**config.mk**
```make
export PLATFORM = sky130hd
export DESIGN_NAME = register_file
export DESIGN_NICKNAME = d
export VERILOG_FILES = /design/src/rtl/register_file_pkg.sv /design/src/rtl/regfile_read_port.sv /design/src/rtl/register_file.sv
export SDC_FILE = /design/constraint.sdc
export NUM_CORES = 2
export LEC_CHECK = 0
export ABC_CLOCK_PERIOD_IN_PS = 112000
export CORE_ASPECT_RATIO = 0.8
export CORE_UTILIZATION = 40
export CTS_CLUSTER_SIZE = 24
export DETAILED_ROUTE_END_ITERATION = 10
export GPL_ROUTABILITY_DRIVEN = 0
export PLACE_DENSITY_LB_ADDON = 0.2
export SLEW_MARGIN = 20
export SYNTH_ARGS = -nofsm -noshare
export SYNTH_HDL_FRONTEND = slang
export SYNTH_SLANG_ARGS = --single-unit
```
**constraint.sdc**
```tcl
create_clock -name clock -period 112 [get_ports clock]
set_clock_uncertainty 0.15 [all_clocks]
set_input_delay 22.4 -clock clock [delete_from_list [all_inputs] [get_ports clock]]
set_output_delay 22.4 -clock clock [all_outputs]
set_load 0.01 [all_outputs]
```
**src/rtl/register_file_pkg.sv**
```systemverilog
// Shared widths, well-known register numbers and word/address types for the MIPS datapath.
// The register file, the muxes and the control unit all import this package.
package register_file_pkg;

  localparam int DATA_W = 32;
  localparam int ADDR_W = 5;

  typedef logic [ADDR_W-1:0] reg_addr_t;
  typedef logic [DATA_W-1:0] word_t;

  localparam reg_addr_t REG_ZERO = 5'd0;
  localparam reg_addr_t REG_SP   = 5'd29;
  localparam word_t     SP_INIT  = 32'h0000_03FC;

endpackage

```
**src/rtl/regfile_read_port.sv**
```systemverilog
// One combinational read port: address select, $zero forcing and optional write forwarding.
// Forwarding is compiled in only when REGFILE_BYPASS_EN is defined.
module regfile_read_port
  import register_file_pkg::*;
#(
  parameter int DATA_W = 32,
  parameter int ADDR_W = 5
) (
  input  logic [ADDR_W-1:0]                   addr_i,
  input  logic [2**ADDR_W-1:0][DATA_W-1:0]    regs_i,
  input  logic                                wr_en_i,
  input  logic [ADDR_W-1:0]                   wr_addr_i,
  input  logic [DATA_W-1:0]                   wr_data_i,
  output logic [DATA_W-1:0]                   data_o
);

  localparam logic [ADDR_W-1:0] ZERO_ADDR = ADDR_W'(REG_ZERO);

`ifdef REGFILE_BYPASS_EN
  logic bypass_hit;
  assign bypass_hit = wr_en_i && (wr_addr_i != ZERO_ADDR) && (wr_addr_i == addr_i);
`else
  logic unused_bypass;
  assign unused_bypass = ^{wr_en_i, wr_addr_i, wr_data_i};
`endif

  always_comb begin
    data_o = regs_i[addr_i];
`ifdef REGFILE_BYPASS_EN
    if (bypass_hit) data_o = wr_data_i;
`endif
    // $zero wins over everything, including forwarding.
    if (addr_i == ZERO_ADDR) data_o = '0;
  end

endmodule

```
**src/rtl/register_file.sv**
```systemverilog
// 32-entry MIPS register file: two combinational reads, one clocked write, $zero hardwired.
// Optional same-cycle write-to-read forwarding under macro REGFILE_BYPASS_EN.
module register_file
  import register_file_pkg::*;
#(
  parameter int                DATA_W  = 32,
  parameter int                ADDR_W  = 5,
  parameter logic [DATA_W-1:0] SP_INIT = 32'h0000_03FC
) (
  input  logic              clock,
  input  logic              reset,
  input  logic              RegWrite,
  input  logic [ADDR_W-1:0] ReadReg1,
  input  logic [ADDR_W-1:0] ReadReg2,
  input  logic [ADDR_W-1:0] WriteReg,
  input  logic [DATA_W-1:0] WriteData,
  output logic [DATA_W-1:0] ReadData1,
  output logic [DATA_W-1:0] ReadData2
);

  localparam logic [ADDR_W-1:0] ZERO_ADDR = ADDR_W'(REG_ZERO);
  localparam logic [ADDR_W-1:0] SP_ADDR   = ADDR_W'(REG_SP);

  logic [2**ADDR_W-1:0][DATA_W-1:0] regs_q;
  logic [2**ADDR_W-1:0][DATA_W-1:0] regs_d;

  always_comb begin
    regs_d = regs_q;
    if (RegWrite && (WriteReg != ZERO_ADDR)) regs_d[WriteReg] = WriteData;
  end

  always_ff @(posedge clock or posedge reset) begin
    if (reset) begin
      regs_q          <= '0;
      regs_q[SP_ADDR] <= SP_INIT;
    end else begin
      regs_q <= regs_d;
    end
  end

  regfile_read_port #(.DATA_W(DATA_W), .ADDR_W(ADDR_W)) u_rd1 (
    .addr_i    (ReadReg1),
    .regs_i    (regs_q),
    .wr_en_i   (RegWrite),
    .wr_addr_i (WriteReg),
    .wr_data_i (WriteData),
    .data_o    (ReadData1)
  );

  regfile_read_port #(.DATA_W(DATA_W), .ADDR_W(ADDR_W)) u_rd2 (
    .addr_i    (ReadReg2),
    .regs_i    (regs_q),
    .wr_en_i   (RegWrite),
    .wr_addr_i (WriteReg),
    .wr_data_i (WriteData),
    .data_o    (ReadData2)
  );

endmodule
```
==> metrics.md <==
| Metric | Value |
|---|---|
| Status | `completed` |
| Final-stage net count | `3510` |
| PwrDens | `18.1 nW/µm²` |
| Chip Height | `332 µm` |
| GRT overflow | `0` |
| Routed Antenna Nets | `0` |
| Crit Path Class | `in2out` |
| Cts repair resizes | `0` |
| VDD IR max | `0.0150 mV` |
| EDFF count, synth | `0` |
| Clock transition at path regs | `0.06 ns` |
| Syn Inst Count | `3584` |
| Starting Density | `0.405` |
| Worst path arrival time | `26.38 ns` |
| Most used DFF post-synth | `dfrtp_1` |
| Clock buffer depth | `3` |
| Top flop regs | `regs_q (1024)` |
| Commonest non-fill, non-tap cells in the layout | `dfrtp_1 (1016), mux2_2 (1005), mux4_2 (448)` |
| Final critical-path share of the clock period | `0.437` |
| Core area | `134000 µm²` |
| Leak | `25.6 nW` |
| Final HPWL DP | `98.3 mm` |
| # IOs | `114` |
| Worst slack at placement | `63.01 ns` |
| Min Tclk post-route | `48.93 ns` |
| Global-route wire length before repair | `265 mm` |
| Setup crit start kind | `primary input` |
| Dpl cell area | `56600 µm²` |
| Most common cell after layout, fill and taps aside | `dfrtp_1` |
| Pre-Repair DR Iteration Count | `6` |
| Syn nets | `3634` |
| Die area | `137000 µm²` |
| Crit path top cell by count | `buf_4` |
| Crit-path cells | `buf_8 -> buf_4 -> buf_4 -> mux2i_1 -> a221oi_1 -> o21ai_0 -> a311oi_1 -> clkdlybuf4s50_1` |
| Cell family with most CP delay | `buffers and inverters` |
| Mapped Avg Cell Area | `15.2 µm²` |
| DRC errors left | `0` |
| Vias in the first global route | `34700` |
| Critical path data required time | `89.45 ns` |
| Max reg flops | `1024` |
| Share of post-route cells with drive strength above 1 | `0.506` |
| Worst hold-check path type | `reg2reg` |
| Largest cells by area after synthesis | `dfrtp_1 (47%), mux2_2 (21%), mux4_2 (19%)` |
| Die W | `414 µm` |
| Seq/Total Area, Yosys | `0.471` |
| Final worst setup slack | `63.07 ns` |
| Worst-Margin Slew | `1.17 ns` |
| Library cells used by synthesis | `37` |
| Layout overhead on the synthesized area | `10.7%` |
| Initial antenna violation count | `10` |
| Fillers | `11900` |
| Clock latency at the later pin of the worst-skew pair | `0.71 ns` |
| Post-CTS repair timing setup buffer count | `0` |
| Register bit total from synthesis | `1024` |
| DR vias | `34600` |
| Final Setup Violations | `0` |
| Hold Buf Count CTS | `0` |
| Largest net degree at the start of global routing | `159` |
| Wire per inst | `34.2 µm` |
| CTS tree | `done` |
| CP max stage delay | `0.88 ns` |
| FFs w/ async S/R, synth | `1.00` |
| Cell count after placement | `5121` |
| Final hold violations | `0` |
| DRT iter0 DRCs | `3630` |
| Final non-filler cell total | `5324` |
| Critical path buffer and inverter count | `4` |
| Yosys top cell by area | `dfrtp_1` |
| DRT Wirelength | `182 mm` |
| Root cell of the clock tree | `clkbuf_16` |
| # port buffers | `113` |
| Htree depth | `3` |
| Fin area | `60200 µm²` |
| Max Cap Viol | `0` |
| Slew HR | `0.217` |
| RSZ-0062 raised after global routing | `no` |
| FMAX | `20.4 MHz` |
| Total CTS buffers | `105` |
| All-Layer GR Usage | `0.265` |
| Vias per cell | `6.50` |
| CTS Sinks | `1024` |
| Setup TNS | `0 ns` |
| CP endpoint kind | `output pin` |
| Synth top area share | `0.467` |
| Cell Rows | `120` |
| Power Total | `1.09 mW` |
| Biggest register | `regs_q` |
| CP max FO | `79` |
| Crit-path slowest cell | `a311oi_1` |
| Synth Cell Area | `54400 µm²` |
| Max-slew violations | `0` |
| Synth Warn # | `0` |
-- cells by family after synthesis --
group / count (synthesis) / synth area share
flip-flops: 1024 / 0.471
buffers and inverters: 426 / 0.0380
AO/OA/AOI/OAI: 332 / 0.0453
multiplexers: 1664 / 0.433
AND/OR/NAND/NOR: 138 / 0.0127
-- synth_stat cells (5+ instances only) --
cell type / n
mux2_2: 1005
nand2_1: 56
a22oi_1: 64
mux2i_1: 192
a31oi_1: 32
a311oi_1: 32
a211oi_1: 32
clkbuf_1: 218
o2111ai_1: 20
dfrtp_1: 1016
nor2b_1: 37
nor2_1: 20
buf_6: 11
mux2_1: 19
a221o_1: 32
dfstp_2: 8
o21ai_0: 56
buf_12: 5
a221oi_1: 44
o21ai_1: 20
buf_1: 46
mux4_2: 448
buf_4: 49
buf_2: 94
-- worst paths after layout --
path	from	to	slack, ns	cells after the start
worst max-delay path	ReadReg1[2]	ReadData1[20]	63.07	8
worst min-delay path	regs_q[3]	regs_q[3]	0.24	0
worst max register to register	regs_q[411]	regs_q[411]	111.04	1
worst min register to register	regs_q[3]	regs_q[3]	0.24	0
max in group asynchronous	reset	regs_q[641]	86.46	5
min in group asynchronous	reset	regs_q[214]	22.14	2
-- through the flow --
stage	hold WS, ns	util
CTS	0.248	0.448
global placement	0.229	0.421
global route	0.263	0.448
floorplan	0.291	-
finish	0.245	0.448
detailed placement	0.233	0.421
-- cell type report --
class / count / area (µm²) / share of cell area
Inverter: 3 / 23.8 / 0.000395
Clock inverter: 35 / 415 / 0.00690
Antenna cell: 6 / 15.0 / 0.000249
Clock buffer: 161 / 3230 / 0.0537
Sequential cell: 1024 / 25600 / 0.426
Multi-Input combinational cell: 2134 / 27000 / 0.448
Tap cell: 1769 / 2210 / 0.0368
Timing Repair Buffer: 192 / 1700 / 0.0282
-- where the power goes --
part           internal [mW]  leakage, nW  switching, mW
registers              0.441         13.1         0.0534
logic                  0.131         10.7         0.0883
clock network          0.217         1.79          0.158
total                  0.789         25.6          0.300
-- per-layer routing --
| layer | GRT usage | vias to the layer above | routed length (µm) |
|---|---|---|---|
| met5 | 0 | - | 68 |
| met2 | 0.391 | 1529 | 81200 |
| met1 | 0.391 | 19000 | 80900 |
| met4 | 0.0698 | 10 | 4760 |
| li1 | - | 13700 | - |
| met3 | 0.0640 | 308 | 15400 |
Power figures use the tool's default switching activity.
